--- config.mk ---
export PLATFORM = sky130hd
export DESIGN_NAME = sram_arb_ctrl
export DESIGN_NICKNAME = d
export VERILOG_FILES = /design/src/rtl/sram_ctrl_pkg.sv /design/src/rtl/sram_arb_ctrl_rr_arb2.sv /design/src/rtl/sram_arb_ctrl.sv
export SDC_FILE = /design/constraint.sdc
export NUM_CORES = 1
export LEC_CHECK = 0
export BUFFER_PORTS_ARGS = -buffer_cell sky130_fd_sc_hd__buf_2
export CAP_MARGIN = 20
export CORE_ASPECT_RATIO = 1.4
export CORE_UTILIZATION = 25
export DETAILED_ROUTE_END_ITERATION = 10
export SYNTH_ARGS = -nofsm -noshare
export SYNTH_HDL_FRONTEND = slang
export SYNTH_SLANG_ARGS = --single-unit
--- constraint.sdc ---
create_clock -name clk -period 4.4 [get_ports clk]
set_input_delay 0.88 -clock clk [delete_from_list [all_inputs] [get_ports clk]]
set_output_delay 0.88 -clock clk [all_outputs]
set_load 0.05 [all_outputs]
--- src/rtl/sram_ctrl_pkg.sv ---
// Shared types and constants for the two-requester SRAM arbitration controller.
package sram_ctrl_pkg;

    localparam int NUM_REQ        = 2;
    localparam int DEF_DATA_WIDTH = 8;
    localparam int DEF_ADDR_WIDTH = 4;

    typedef enum logic {
        ST_INIT = 1'b0,
        ST_ARB  = 1'b1
    } state_t;

endpackage

--- src/rtl/sram_arb_ctrl_rr_arb2.sv ---
// Two-way round-robin arbiter: on contention the requester that did not win
// last time is granted; a lone requester is always granted.
module rr_arb2
    import sram_ctrl_pkg::*;
(
    input  logic [NUM_REQ-1:0] i_valid,
    input  logic               i_last_grant,
    output logic [NUM_REQ-1:0] o_grant
);

    always_comb begin
        o_grant = i_valid;
        if (&i_valid) begin
            o_grant = i_last_grant ? 2'b01 : 2'b10;
        end
    end

endmodule

--- src/rtl/sram_arb_ctrl.sv ---
// Clears an external read-first SRAM after reset, then arbitrates two
// requesters onto it with one access per cycle and a one-cycle response.
module sram_arb_ctrl
    import sram_ctrl_pkg::*;
#(
    parameter int DATA_WIDTH = DEF_DATA_WIDTH,
    parameter int ADDR_WIDTH = DEF_ADDR_WIDTH
) (
    input  logic                                 clk,
    input  logic                                 rst,
    input  logic [NUM_REQ-1:0]                   req_valid,
    output logic [NUM_REQ-1:0]                   req_ready,
    input  logic [NUM_REQ-1:0]                   req_we,
    input  logic [NUM_REQ-1:0][ADDR_WIDTH-1:0]   req_addr,
    input  logic [NUM_REQ-1:0][DATA_WIDTH-1:0]   req_wdata,
    output logic [NUM_REQ-1:0]                   rsp_valid,
    output logic [DATA_WIDTH-1:0]                rsp_rdata,
    output logic                                 mem_we,
    output logic [ADDR_WIDTH-1:0]                mem_addr,
    output logic [DATA_WIDTH-1:0]                mem_din,
    input  logic [DATA_WIDTH-1:0]                mem_dout,
    output logic                                 init_done
);

    state_t                  r_state;
    logic [ADDR_WIDTH-1:0]   r_init_cnt;
    logic                    r_last_grant;
    logic [NUM_REQ-1:0]      r_rsp_pend;
    logic                    r_init_done;

    logic [NUM_REQ-1:0]      w_arb_grant;
    logic [NUM_REQ-1:0]      w_grant;
    logic                    w_arb_active;
    logic                    w_sel;

    rr_arb2 u_rr_arb2 (
        .i_valid      (req_valid),
        .i_last_grant (r_last_grant),
        .o_grant      (w_arb_grant)
    );

    // Grants are only honoured once clearing is over and reset is released.
    assign w_arb_active = (r_state == ST_ARB) && !rst;

    generate
        for (genvar gi = 0; gi < NUM_REQ; gi++) begin : g_grant
            assign w_grant[gi] = w_arb_active & w_arb_grant[gi];
        end
    endgenerate

    assign req_ready = w_grant;
    assign w_sel     = w_grant[1];

    always_comb begin
        mem_we   = 1'b0;
        mem_addr = '0;
        mem_din  = '0;
        if (!rst) begin
            if (r_state == ST_INIT) begin
                mem_we   = 1'b1;
                mem_addr = r_init_cnt;
            end else if (|w_grant) begin
                mem_we   = req_we[w_sel];
                mem_addr = req_addr[w_sel];
                mem_din  = req_wdata[w_sel];
            end
        end
    end

    // A response pending across a reset edge must never surface.
    assign rsp_valid = rst ? '0 : r_rsp_pend;
    assign rsp_rdata = (|rsp_valid) ? mem_dout : '0;
    assign init_done = r_init_done & ~rst;

    always_ff @(posedge clk) begin
        if (rst) begin
            r_state      <= ST_INIT;
            r_init_cnt   <= '0;
            r_last_grant <= 1'b1;   // "requester 1 won last" gives requester 0 priority
            r_rsp_pend   <= '0;
            r_init_done  <= 1'b0;
        end else begin
            r_rsp_pend <= w_grant;
            case (r_state)
                ST_INIT: begin
                    if (r_init_cnt == {ADDR_WIDTH{1'b1}}) begin
                        r_state     <= ST_ARB;
                        r_init_done <= 1'b1;
                    end else begin
                        r_init_cnt <= r_init_cnt + 1'b1;
                    end
                end
                ST_ARB: begin
                    if (|w_grant) begin
                        r_last_grant <= w_grant[1];
                    end
                end
                default: r_state <= ST_INIT;
            endcase
        end
    end

endmodule

### After elaboration in Yosys (flattened, before gate mapping)

Index checks and enable logic that the tools add are counted.

* add/subtract/negate cells: 1
* $lt $le $gt $ge: 1
* equality and inequality tests: 1
* mux-type cells: 21
* bitwise operators: 6
* reductions and logical operators: 8

Operators by type and width (count)
* $mux 8: 6
* $mux 4: 5
* $reduce_and 2->1: 4
* $mux 1: 7
* $mux 2: 3
* $add 4x1->4 const B: 1
* $eq 4x4->1 const B: 1
* $reduce_or 2->1: 2
* $and 1x1->1: 3
* $not 1->1: 3
* $lt 1x2->1 const B: 1
* $logic_and 1x1->1: 1
* $logic_not 1->1: 1

* flip-flop bits (word level): 9
* input bits: 38
* output and inout port bits: 26

### Depth between registers and ports, before layout

Gate-level depths: netlist of the first run.

* depth after elaboration: 8
* gate-level depth with buffers: 6
* gate-level depth less buffers: 4

### Cells and area by module

From an unflattened synthesis of the first run, not the netlist that was laid out.

* cells, all modules: 72
* area total of the unflattened synthesis: 619.3 um2

By module, submodules not included
* sram_arb_ctrl: instances 1, cells each 69, area each 600.6 um2, seq. area each 180.2 um2
* rr_arb2: instances 1, cells each 3, area each 18.8 um2, seq. area each 0.0 um2

### Worst setup path before layout of the first run

No wires, ideal clock.

* path kind: input port to output port
* start point: input port rst
* end point: output port mem_din[4]
* arrival: 2.672 ns
* path slack: 0.848 ns
* cell stages on the path: 6
* cell sequence: clkbuf_2 -> nor2b_2 -> buf_6 -> o21ai_4 -> buf_6 -> o31ai_1

* cells in the longest elaborated chain, start to end: 8

RTL lines
* from (decl): line sram_arb_ctrl.sv:10 `input logic rst,`
* $logic_not 1->1
* $logic_and 1x1->1: line sram_arb_ctrl.sv:43 `assign w_arb_active = (r_state == ST_ARB) && !rst;`
* $and 1x1->1: line sram_arb_ctrl.sv:47 `assign w_grant[gi] = w_arb_active & w_arb_grant[gi];`
* $mux 8 (not written as such) (2 in series): line sram_arb_ctrl.sv:65 `mem_din = req_wdata[w_sel];`
* $mux 8: line sram_arb_ctrl.sv:62 `end else if (|w_grant) begin`
* $mux 8: line sram_arb_ctrl.sv:59 `if (r_state == ST_INIT) begin`
* $mux 8 *: line sram_arb_ctrl.sv:58 `if (!rst) begin`
* to (decl): line sram_arb_ctrl.sv:20 `output logic [DATA_WIDTH-1:0] mem_din,`

Every way passes the cells marked *; elsewhere a longest branch is shown, timed or not. The select of a mux whose other input is x is not followed.

### Final worst setup path of the first run

* start point: input port rst
* end point: output port mem_din[1]

The elaborated chain is that of the path after synthesis.

==> impl_metrics.json, run 1 <==
{
  "status": "finished, final reports clean",
  "worstPathRequired_ns": 3.52,
  "rows": 22,
  "antenna_found_initial": 0,
  "synth_area_um2": 733,
  "dp_slack_ns": 1.33,
  "clock_skew_ns": 0.00477,
  "hold_viol": 0,
  "final_cell_mix": "buf_2, inv_1, nor2_1, dfxtp_1",
  "max-vdd-ir-drop_mv": 0.0881,
  "core_region_area_um2": 2700,
  "endpoint_kind": "primary output",
  "ant_nets": 0,
  "antenna_cells": 0,
  "r2r-end": "r_init_cnt[3]$_SDFFE_PP0P_",
  "dp.cells": 187,
  "portBuffers": 63,
  "final_max_slew_viol_count": 0,
  "first_pass_iters": 4,
  "die_w_um": 47.8,
  "fin_ws_ns": 1.34,
  "initial_utilization_pct": 27.2,
  "drv_cap": 0,
  "p_seq_share_pct": 44.8,
  "worstPathMaxFanout": 16,
  "vias_per_cell": 4.74,
  "yosysWarnings": 0,
  "clkPwrFrac_pct": 32.9,
  "synth_cell_types": 30,
  "drt-total-wl_mm": 2.01,
  "final_common_cell": "buf_2",
  "htree_levels": 1,
  "p_sw_mw": 0.0548,
  "syn-num-nets": 133,
  "drive_gt1_share_pct": 47.1,
  "ys_seq_area_share_pct": 24.6,
  "rsz0062_at_grt": "no",
  "crit_arrival_ns": 2.18,
  "globalplace.congestion": 0.705,
  "grtUsageTotal_pct": 14.2,
  "post_cts_buffers": 0,
  "combPwrFrac_pct": 22.3,
  "worstRegToRegCells": 4,
  "period_share_pct": 69.6,
  "crit_path_end": "mem_din[1]",
  "cts_buffers": 3,
  "r2r_start": "r_init_cnt[0]$_SDFFE_PP0P_",
  "p_leak_nw": 0.613,
  "globalRoute.totalOverflow": 0,
  "drt_iter0_drc": 10,
  "swShare_pct": 28.3,
  "nNetsFinal": 195,
  "clk_pin_slew_ns": 0.06,
  "crit_path_start_kind": "input port",
  "crit_start": "rst",
  "vias": 905,
  "grt_max_degree": 17,
  "cts_resized": 0,
  "hold_buffers": 0,
  "syn_avg_cell_area_um2": 7.80,
  "ioPinCount": 64,
  "p_int_mw": 0.139,
  "avgRoutedWirePerCell_um": 10.5,
  "criticalPathCategory": "input port to primary output",
  "relSlewSlack_pct": 57.0,
  "root_buffer": "clkbuf_4",
  "area_growth_pct": 45.9,
  "die_area_um2": 3160,
  "setup_tns_ns": 0,
  "power_density_nw_per_um2": 181,
  "setup_violations": 0,
  "synthCells": 94,
  "cts_sinks": 9,
  "grt_pass1_wl_mm": 3.20,
  "stdcell_count": 191,
  "hp-class": "flip-flop to flip-flop",
  "finalCriticalPeriod_ns": 3.06,
  "clk_latency_ns": 0.26,
  "ys_ff_latch": 9,
  "cts_tree": "yes",
  "worst_slew_pin_slew_ns": 0.643,
  "hpwl_mm": 1.63,
  "drc": 0,
  "grt_pass1_vias": 848,
  "max_freq_ghz": 0.326,
  "r2r_slack_ns": 2.88,
  "die_h_um": 66.1,
  "clock_path_buffers": 2
}
[worst max-delay path, cell delays in order]
cell and delay, ns:
buf_2 0.20, nor2b_2 0.36, o21ai_4 0.20, o31ai_1 0.24, buf_2 0.30
[registers in the layout (all words and copies together), names as in the netlist]
name          count
r_init_cnt        4
r_rsp_pend        2
r_init_done       1
r_last_grant      1
r_state           1
[cells in the mapped netlist]
cell,instances,area share (%)
and4bb_2,1,1.7
nand4_1,1,0.85
nor3_1,2,1.4
and2_1,8,6.8
o31ai_1,8,8.2
nor2_1,9,4.6
a41o_1,1,1.4
or2_2,1,0.85
o21ai_0,4,2.7
a21oi_1,2,1.4
mux2i_1,6,8.2
a21bo_2,1,1.4
clkbuf_2,1,0.68
clkbuf_1,1,0.51
nor2b_1,4,3.4
mux2_2,1,1.5
ha_1,1,1.7
a21boi_1,1,1.0
nand3_1,8,5.5
o22ai_1,1,0.85
nor3_4,1,2.2
buf_4,1,1.0
nand2_1,4,2.0
o21ai_4,1,2.2
a31oi_1,2,1.7
inv_1,9,4.6
dfxtp_1,9,25
buf_6,3,4.6
xnor2_1,1,1.2
nor2b_2,1,1.2
[power by group through the flow]
stage / logic, mW / clock network, mW / registers [mW]
6_report: 0.0432 / 0.0636 / 0.0868
5_1_grt: 0.0483 / 0.0706 / 0.0871
4_1_cts: 0.0437 / 0.0649 / 0.0869
3_5_place_dp: 0.0435 / 0 / 0.0885
3_3_place_gp: 0.0427 / 0 / 0.0887
2_1_floorplan: 0.0240 / 0 / 0.0878
[area by class of cell]
cell class / instances / area, um2
Fill cell: 309 / 1630
Timing Repair Buffer: 63 / 315
Multi-Input combinational cell: 70 / 469
Clock buffer: 4 / 26.3
Sequential cell: 9 / 180
Tap cell: 36 / 45.0
Inverter: 9 / 33.8
[cell families (layout without fill, tap and decap cells)]
logic type | count (synthesis) | count (layout) | share of synthesized area, %
XOR/XNOR | 1 | 1 | 1.19
adder cells (fa/ha/maj) | 1 | 1 | 1.71
multiplexers | 7 | 7 | 9.73
AND/OR/NAND/NOR | 40 | 40 | 30.5
AO/OA/AOI/OAI | 21 | 21 | 20.8
buffers and inverters | 15 | 76 | 11.4
flip-flops | 9 | 9 | 24.6
[metal layers]
| layer | global-route usage, % | wire length (um) | vias up |
|---|---|---|---|
| met1 | 12.9 | 782 | 396 |
| met4 | 9.38 | 53 | 0 |
| met5 | 0 | 0 | - |
| li1 | - | - | 448 |
| met2 | 26.7 | 1020 | 57 |
| met3 | 1.64 | 159 | 4 |
[worst min-delay path by stage]
| stage | slack [ns] | depth (start not counted) | start | endpoint |
|---|---|---|---|---|
| after global placement | 0.55 | 2 | r_last_grant$_SDFFE_PP1P_ | r_last_grant$_SDFFE_PP1P_ |
| after detailed placement | 0.56 | 2 | r_init_cnt[0]$_SDFFE_PP0P_ | r_init_cnt[0]$_SDFFE_PP0P_ |
| final | 0.57 | 2 | r_init_cnt[1]$_SDFFE_PP0P_ | r_init_cnt[1]$_SDFFE_PP0P_ |
| after floorplan | 0.51 | 2 | r_init_cnt[1]$_SDFFE_PP0P_ | r_init_cnt[1]$_SDFFE_PP0P_ |
| after global routing | 0.59 | 2 | r_last_grant$_SDFFE_PP1P_ | r_last_grant$_SDFFE_PP1P_ |
| after CTS | 0.57 | 2 | r_init_cnt[1]$_SDFFE_PP0P_ | r_init_cnt[1]$_SDFFE_PP0P_ |
[per-stage QoR]
step           utilization [%]  area [um2]  hold WS, ns  power [mW]
2_1_floorplan                -         733        0.510       0.112
3_3_place_gp              38.7        1040        0.548       0.131
3_5_place_dp              38.7        1040        0.562       0.132
4_1_cts                   39.7        1070        0.571       0.195
5_1_grt                   39.7        1070        0.593       0.206
6_report                  39.7        1070        0.569       0.194
(Power assumes the default switching activity.)
==> inputs of run 2 (changes only) <==
--- a/config.mk
+++ b/config.mk
@@ -5,6 +5,7 @@
 export SDC_FILE = /design/constraint.sdc
 export NUM_CORES = 1
 export LEC_CHECK = 0
+export ABC_AREA = 1
 export BUFFER_PORTS_ARGS = -buffer_cell sky130_fd_sc_hd__buf_2
 export CAP_MARGIN = 20
 export CORE_ASPECT_RATIO = 1.4
==> constraint.sdc (replaced) <==
create_clock -name clk -period 2.7 [get_ports clk]
set_input_delay 0.54 -clock clk [delete_from_list [all_inputs] [get_ports clk]]
set_output_delay 0.54 -clock clk [all_outputs]
set_load 0.05 [all_outputs]
==> run 2 against run 1 <==
- count of clock-buffer cells in the layout unchanged
- worst hold slack lost 0.090 ns
- cell area up 10%
- sequential share of layout area down 1.6 points
- global-route usage decreased by 1.8 points
- flip-flop and latch count unchanged
- wire length is 3.6% higher
- first-iteration DRC count up 10%
- via count up 12%
- critical path type unchanged
==> impl_metrics.json, run 2 <==
{
  "clkPwrFrac_pct": 42.1,
  "combPwrFrac_pct": 19.4,
  "cts_resized": 0,
  "grt_max_degree": 17,
  "crit_arrival_ns": 1.76,
  "top_regs": "r_init_cnt (4), r_rsp_pend (2)",
  "drc": 0,
  "p_seq_share_pct": 38.6,
  "slowest_stage": "buf_2",
  "ant_nets": 0,
  "nNetsFinal": 239,
  "period_share_pct": 85.3,
  "power_density_nw_per_um2": 313,
  "grtUsageTotal_pct": 12.4,
  "dp.cells": 234,
  "worst_slew_pin_slew_ns": 0.446,
  "relSlewSlack_pct": 70.1,
  "ioPinCount": 64,
  "synth_cell_types": 21,
  "synthCells": 137,
  "ys_top_cells_by_area": "dfxtp_1, nor2_1, inv_1",
  "clock_skew_ns": 0.000551,
  "p_int_mw": 0.271,
  "path_common_cell": "buf_2",
  "async_flop_share_pct": 0,
  "postLayoutCoreUtil_pct": 37.8,
  "r2r_slack_ns": 1.50,
  "first_pass_iters": 4,
  "grt_pass1_vias": 868,
  "avgRoutedWirePerCell_um": 8.76,
  "muxShareOfSynthArea_pct": 0,
  "r2r_start": "r_init_cnt[1]$_SDFFE_PP0P_",
  "swShare_pct": 26.6,
  "root_buffer": "clkbuf_8",
  "setup_violations": 0,
  "max-vdd-ir-drop_mv": 0.130,
  "crit_start": "rst",
  "final_max_slew_viol_count": 0,
  "endpoint_kind": "primary output",
  "crit_path_start_kind": "input port",
  "worstPathRequired_ns": 2.16,
  "ys_ff_latch": 9,
  "syn-num-nets": 176,
  "crit_family": "buffers and inverters",
  "hp-start": "r_init_done$_SDFFE_PP0P_",
  "path_cells": "buf_2 > nor2_8 > nand3_4 > inv_2 > nor2_1 > nor2_2 > buf_2",
  "top_register": "r_init_cnt",
  "synth_fa_ha_area_share_pct": 1.53,
  "vias_per_cell": 4.26,
  "worstPathMaxFanout": 16,
  "die_w_um": 50.3,
  "grt_pass1_wl_mm": 3.35,
  "synth-edff-count": 0,
  "cts_buffers": 3,
  "clk_latency_ns": 0.23,
  "rows": 24,
  "ys_seq_area_share_pct": 22.1,
  "hold_buffers": 0,
  "largest_register_ffs": 4,
  "max_freq_ghz": 0.434,
  "status": "finished, final reports clean",
  "fin_hold_ws_ns": 0.478,
  "drv_cap": 0,
  "drt_iter0_drc": 11,
  "antenna_found_initial": 0,
  "area_growth_pct": 44.4,
  "rsz0062_at_grt": "no",
  "criticalPathCategory": "input port to primary output",
  "drive_gt1_share_pct": 41.7,
  "p_sw_mw": 0.0981,
  "critical_path_buf_inv_count": 3,
  "clk_pin_slew_ns": 0.05,
  "cts_tree": "yes",
  "synth_top_flop_cell": "dfxtp_1",
  "hold_viol": 0,
  "vias": 1013,
  "post_cts_buffers": 0,
  "clock_path_buffers": 2,
  "synth-compound-area-share_pct": 11.0,
  "p_leak_nw": 0.745,
  "synth_top_cell_area_share_pct": 22.1,
  "stdcell_count": 238,
  "portBuffers": 63,
  "core_region_area_um2": 3120,
  "die_h_um": 69.6,
  "yosysWarnings": 0,
  "globalplace.congestion": 0.820,
  "hpwl_mm": 1.73,
  "hp-class": "flip-flop to flip-flop",
  "finalCriticalPeriod_ns": 2.30,
  "syn_avg_cell_area_um2": 5.96,
  "cts_sinks": 9,
  "antenna_cells": 0,
  "die_area_um2": 3500,
  "cpPeakStageDelay_ns": 0.26,
  "synth_area_um2": 817,
  "synth.most_common_cell": "nor2_1",
  "drt-total-wl_mm": 2.08,
  "synth_common_cells": "nor2_1, inv_1, nand2_1",
  "final_common_cell": "buf_2",
  "synth_top_family_by_area": "simple AND/OR/NAND/NOR gates",
  "synth_xor_area_share_pct": 0,
  "globalRoute.totalOverflow": 0,
  "initial_utilization_pct": 26.2,
  "synth_top_cell_by_area": "dfxtp_1",
  "htree_levels": 1,
  "synth-simple-area-share_pct": 45.9,
  "final_cell_mix": "buf_2, nor2_1, inv_1, nand2_1, dfxtp_1"
}
## run 2: changes by cell type in the layout (fill, tap and decap cells not counted), moves of 6 or more
cell,before,now
and2_1,8,0
inv_1,9,28
mux2i_1,6,0
nand2_1,4,22
nor2_1,9,30
o31ai_1,8,0
## run 2: path summary, 6_finish.rpt
path / end / depth (start not counted)
setup / recovery: mem_din[6] / 7
hold / removal: r_init_done$_SDFFE_PP0P_ / 2
setup reg to reg: r_init_cnt[1]$_SDFFE_PP0P_ / 6
hold reg to reg: r_init_done$_SDFFE_PP0P_ / 2
## run 2: per-layer routing
metal | vias to the layer above | wire (um) | track usage [%]
li1 | 544 | - | -
met1 | 412 | 844 | 12.9
met2 | 55 | 1010 | 22.2
met3 | 2 | 205 | 2.19
met4 | 0 | 28 | 7.41
met5 | - | 0 | 0
## run 2: cells by family after synthesis
group                    Yosys count
AND/OR/NAND/NOR                   78
buffers and inverters             35
AO/OA/AOI/OAI                     14
flip-flops                         9
adder cells (fa/ha/maj)            1
## run 2: stage by stage
stage	total power, mW	setup slack (ns)	instance area (um2)	TNS [ns]
after floorplan	0.183	-0.201	817	-1.61
after global placement	0.216	0.401	1130	0
after detailed placement	0.217	0.385	1130	0
after CTS	0.373	0.379	1180	0
after global routing	0.390	0.283	1180	0
final	0.369	0.398	1180	0
## run 2: cell type report
| class | count | area (um2) |
|---|---|---|
| inverter | 30 | 113 |
| multi-input combinational | 93 | 478 |
| sequential | 9 | 180 |
| fill | 366 | 1940 |
| timing repair buffer | 63 | 315 |
| tap | 39 | 48.8 |
| clock buffer | 4 | 45.0 |
## run 2: worst min-delay path, cell delays in order (launching register included)
cell and delay, ns:
dfxtp_1 0.29, inv_1 0.06, o22ai_1 0.08
## run 2: power by group through the flow
| stage | logic, mW | clock network, mW | registers, mW |
|---|---|---|---|
| finish | 0.0715 | 0.155 | 0.142 |
| CTS | 0.0724 | 0.159 | 0.142 |
| global route | 0.0798 | 0.167 | 0.143 |
| floorplan | 0.0398 | 0 | 0.144 |
| detailed placement | 0.0718 | 0 | 0.145 |
| global placement | 0.0716 | 0 | 0.145 |
==> inputs of run 3 (changes only) <==
--- a/config.mk
+++ b/config.mk
@@ -11,6 +11,7 @@
 export CORE_ASPECT_RATIO = 1.4
 export CORE_UTILIZATION = 25
 export DETAILED_ROUTE_END_ITERATION = 10
+export GPL_TIMING_DRIVEN = 0
 export SYNTH_ARGS = -nofsm -noshare
 export SYNTH_HDL_FRONTEND = slang
 export SYNTH_SLANG_ARGS = --single-unit
==> run 3 against run 2 <==
- sequential share of layout area decreased by 0.46 points
- clock skew about the same
- final cell count increased by 1.3%
- largest power group unchanged
==> impl_metrics.json, run 3 (synthesis gave the netlist of run 2 again) <==
{
  "status": "finished, final reports clean",
  "hold_viol": 0,
  "multi_input_area_um2": 478,
  "worstPathMaxFanout": 10,
  "swShare_pct": 26.2,
  "ant_nets": 0,
  "area_growth_pct": 48.9,
  "final_common_cell": "buf_2",
  "grt_pass1_wl_mm": 3.65,
  "die_w_um": 50.3,
  "die_area_um2": 3500,
  "crit_arrival_ns": 1.64,
  "ioPinCount": 64,
  "rows": 24,
  "p_seq_share_pct": 38.8,
  "root_buffer": "clkbuf_8",
  "grtUsageTotal_pct": 13.0,
  "p_int_mw": 0.272,
  "drt-total-wl_mm": 2.16,
  "stdcell_count": 241,
  "hpwl_mm": 1.79,
  "core_region_area_um2": 3120,
  "max_freq_ghz": 0.459,
  "first_pass_iters": 4,
  "clk_pin_slew_ns": 0.04,
  "clkPwrFrac_pct": 41.7,
  "fill_cells": 368,
  "htree_levels": 1,
  "clk_latency_ns": 0.23,
  "final_max_slew_viol_count": 0,
  "p_leak_nw": 0.764,
  "fin_hold_ws_ns": 0.479,
  "drc": 0,
  "grt_max_degree": 11,
  "placed_area_um2": 1170,
  "dp.cells": 237,
  "portBuffers": 61,
  "globalplace.congestion": 0.745,
  "antenna_cells": 0,
  "relSlewSlack_pct": 69.7,
  "cts_tree": "yes",
  "clock_path_buffers": 2,
  "clock_skew_ns": 0.000352,
  "endpoint_kind": "primary output",
  "worstPathRequired_ns": 2.16,
  "cts_buffers": 3,
  "design_area_um2": 1220,
  "power_density_nw_per_um2": 303,
  "crit_path_start_kind": "input port",
  "drt_iter0_drc": 29,
  "vias": 1008,
  "p_sw_mw": 0.0963,
  "finalCriticalPeriod_ns": 2.18,
  "initial_utilization_pct": 26.2,
  "setup_violations": 0,
  "post_cts_buffers": 0,
  "die_h_um": 69.6,
  "final_cell_mix": "buf_2, nor2_1, inv_1, nand2_1, dfxtp_1",
  "combPwrFrac_pct": 19.5,
  "cts_sinks": 9,
  "hold_buffers": 0,
  "largest_register_ffs": 4,
  "worst_slew_pin_slew_ns": 0.453,
  "max-vdd-ir-drop_mv": 0.126,
  "hp-class": "flip-flop to flip-flop",
  "drv_cap": 0,
  "top_regs": "r_init_cnt (4), r_rsp_pend (2)",
  "path_cells": "buf_6 > nor2_8 > nand3_4 > buf_6 > nand2_1 > nand3_1 > nand2_1 > buf_2",
  "top_register": "r_init_cnt",
  "vias_per_cell": 4.18,
  "cpPeakStageDelay_ns": 0.25,
  "globalRoute.totalOverflow": 0,
  "slowest_stage": "buf_2",
  "drive_gt1_share_pct": 42.6,
  "criticalPathCategory": "input port to primary output",
  "cts_resized": 0,
  "avgRoutedWirePerCell_um": 8.98,
  "grt_pass1_vias": 925,
  "antenna_found_initial": 0,
  "nNetsFinal": 242,
  "period_share_pct": 80.7,
  "seq_area_um2": 180,
  "rsz0062_at_grt": "no"
}
==> run 3: changes by cell type in the layout (fill, tap and decap cells not counted), sizes merged <==
cell / previous run / this run
buf: 63 / 66
==> run 3: per-stage QoR <==
step,setup TNS [ns],worst slack [ns],power [mW],util [%]
3_3_place_gp,0,0.518,0.216,37.5
5_1_grt,0,0.411,0.387,38.9
6_report,0,0.520,0.368,38.9
4_1_cts,0,0.507,0.371,38.9
3_5_place_dp,0,0.507,0.217,37.5
2_1_floorplan,-1.61,-0.201,0.183,-
==> run 3: per-layer routing <==
metal,wire length (um),GRT usage (%),share of wire (%)
met5,0,0,0
met2,1060,24.1,49
met1,847,13.7,39
met3,221,2.41,10
met4,35,5.56,1.6
==> run 3: path summary, 6_finish.rpt <==
check	from	to	slack, ns	depth (start not counted)
hold reg to reg	r_init_done$_SDFFE_PP0P_	r_init_done$_SDFFE_PP0P_	0.48	2
setup reg to reg	r_init_cnt[0]$_SDFFE_PP0P_	r_init_cnt[1]$_SDFFE_PP0P_	1.49	6
hold / removal	r_init_done$_SDFFE_PP0P_	r_init_done$_SDFFE_PP0P_	0.48	2
setup / recovery	rst	mem_addr[2]	0.52	8
==> run 3: final cells by class <==
type,instances,share of cell area (%)
Clock buffer,4,3.70
Tap cell,39,4.01
Sequential cell,9,14.8
Inverter,30,9.26
Timing Repair Buffer,61,25.1
Multi-Input combinational cell,93,39.3
Buffer,5,3.81
==> run 3: worst max-delay path, delay by kind of cell <==
family | cells | cell delay (ns)
simple gates | 5 | 0.55
buf+inv | 3 | 0.55
==> run 3: power groups by stage <==
stage / clock (mW) / sequential [mW] / combinational (mW)
floorplan: 0 / 0.144 / 0.0398
global placement: 0 / 0.145 / 0.0715
detailed placement: 0 / 0.145 / 0.0721
CTS: 0.156 / 0.143 / 0.0726
global route: 0.163 / 0.143 / 0.0805
finish: 0.154 / 0.143 / 0.0718
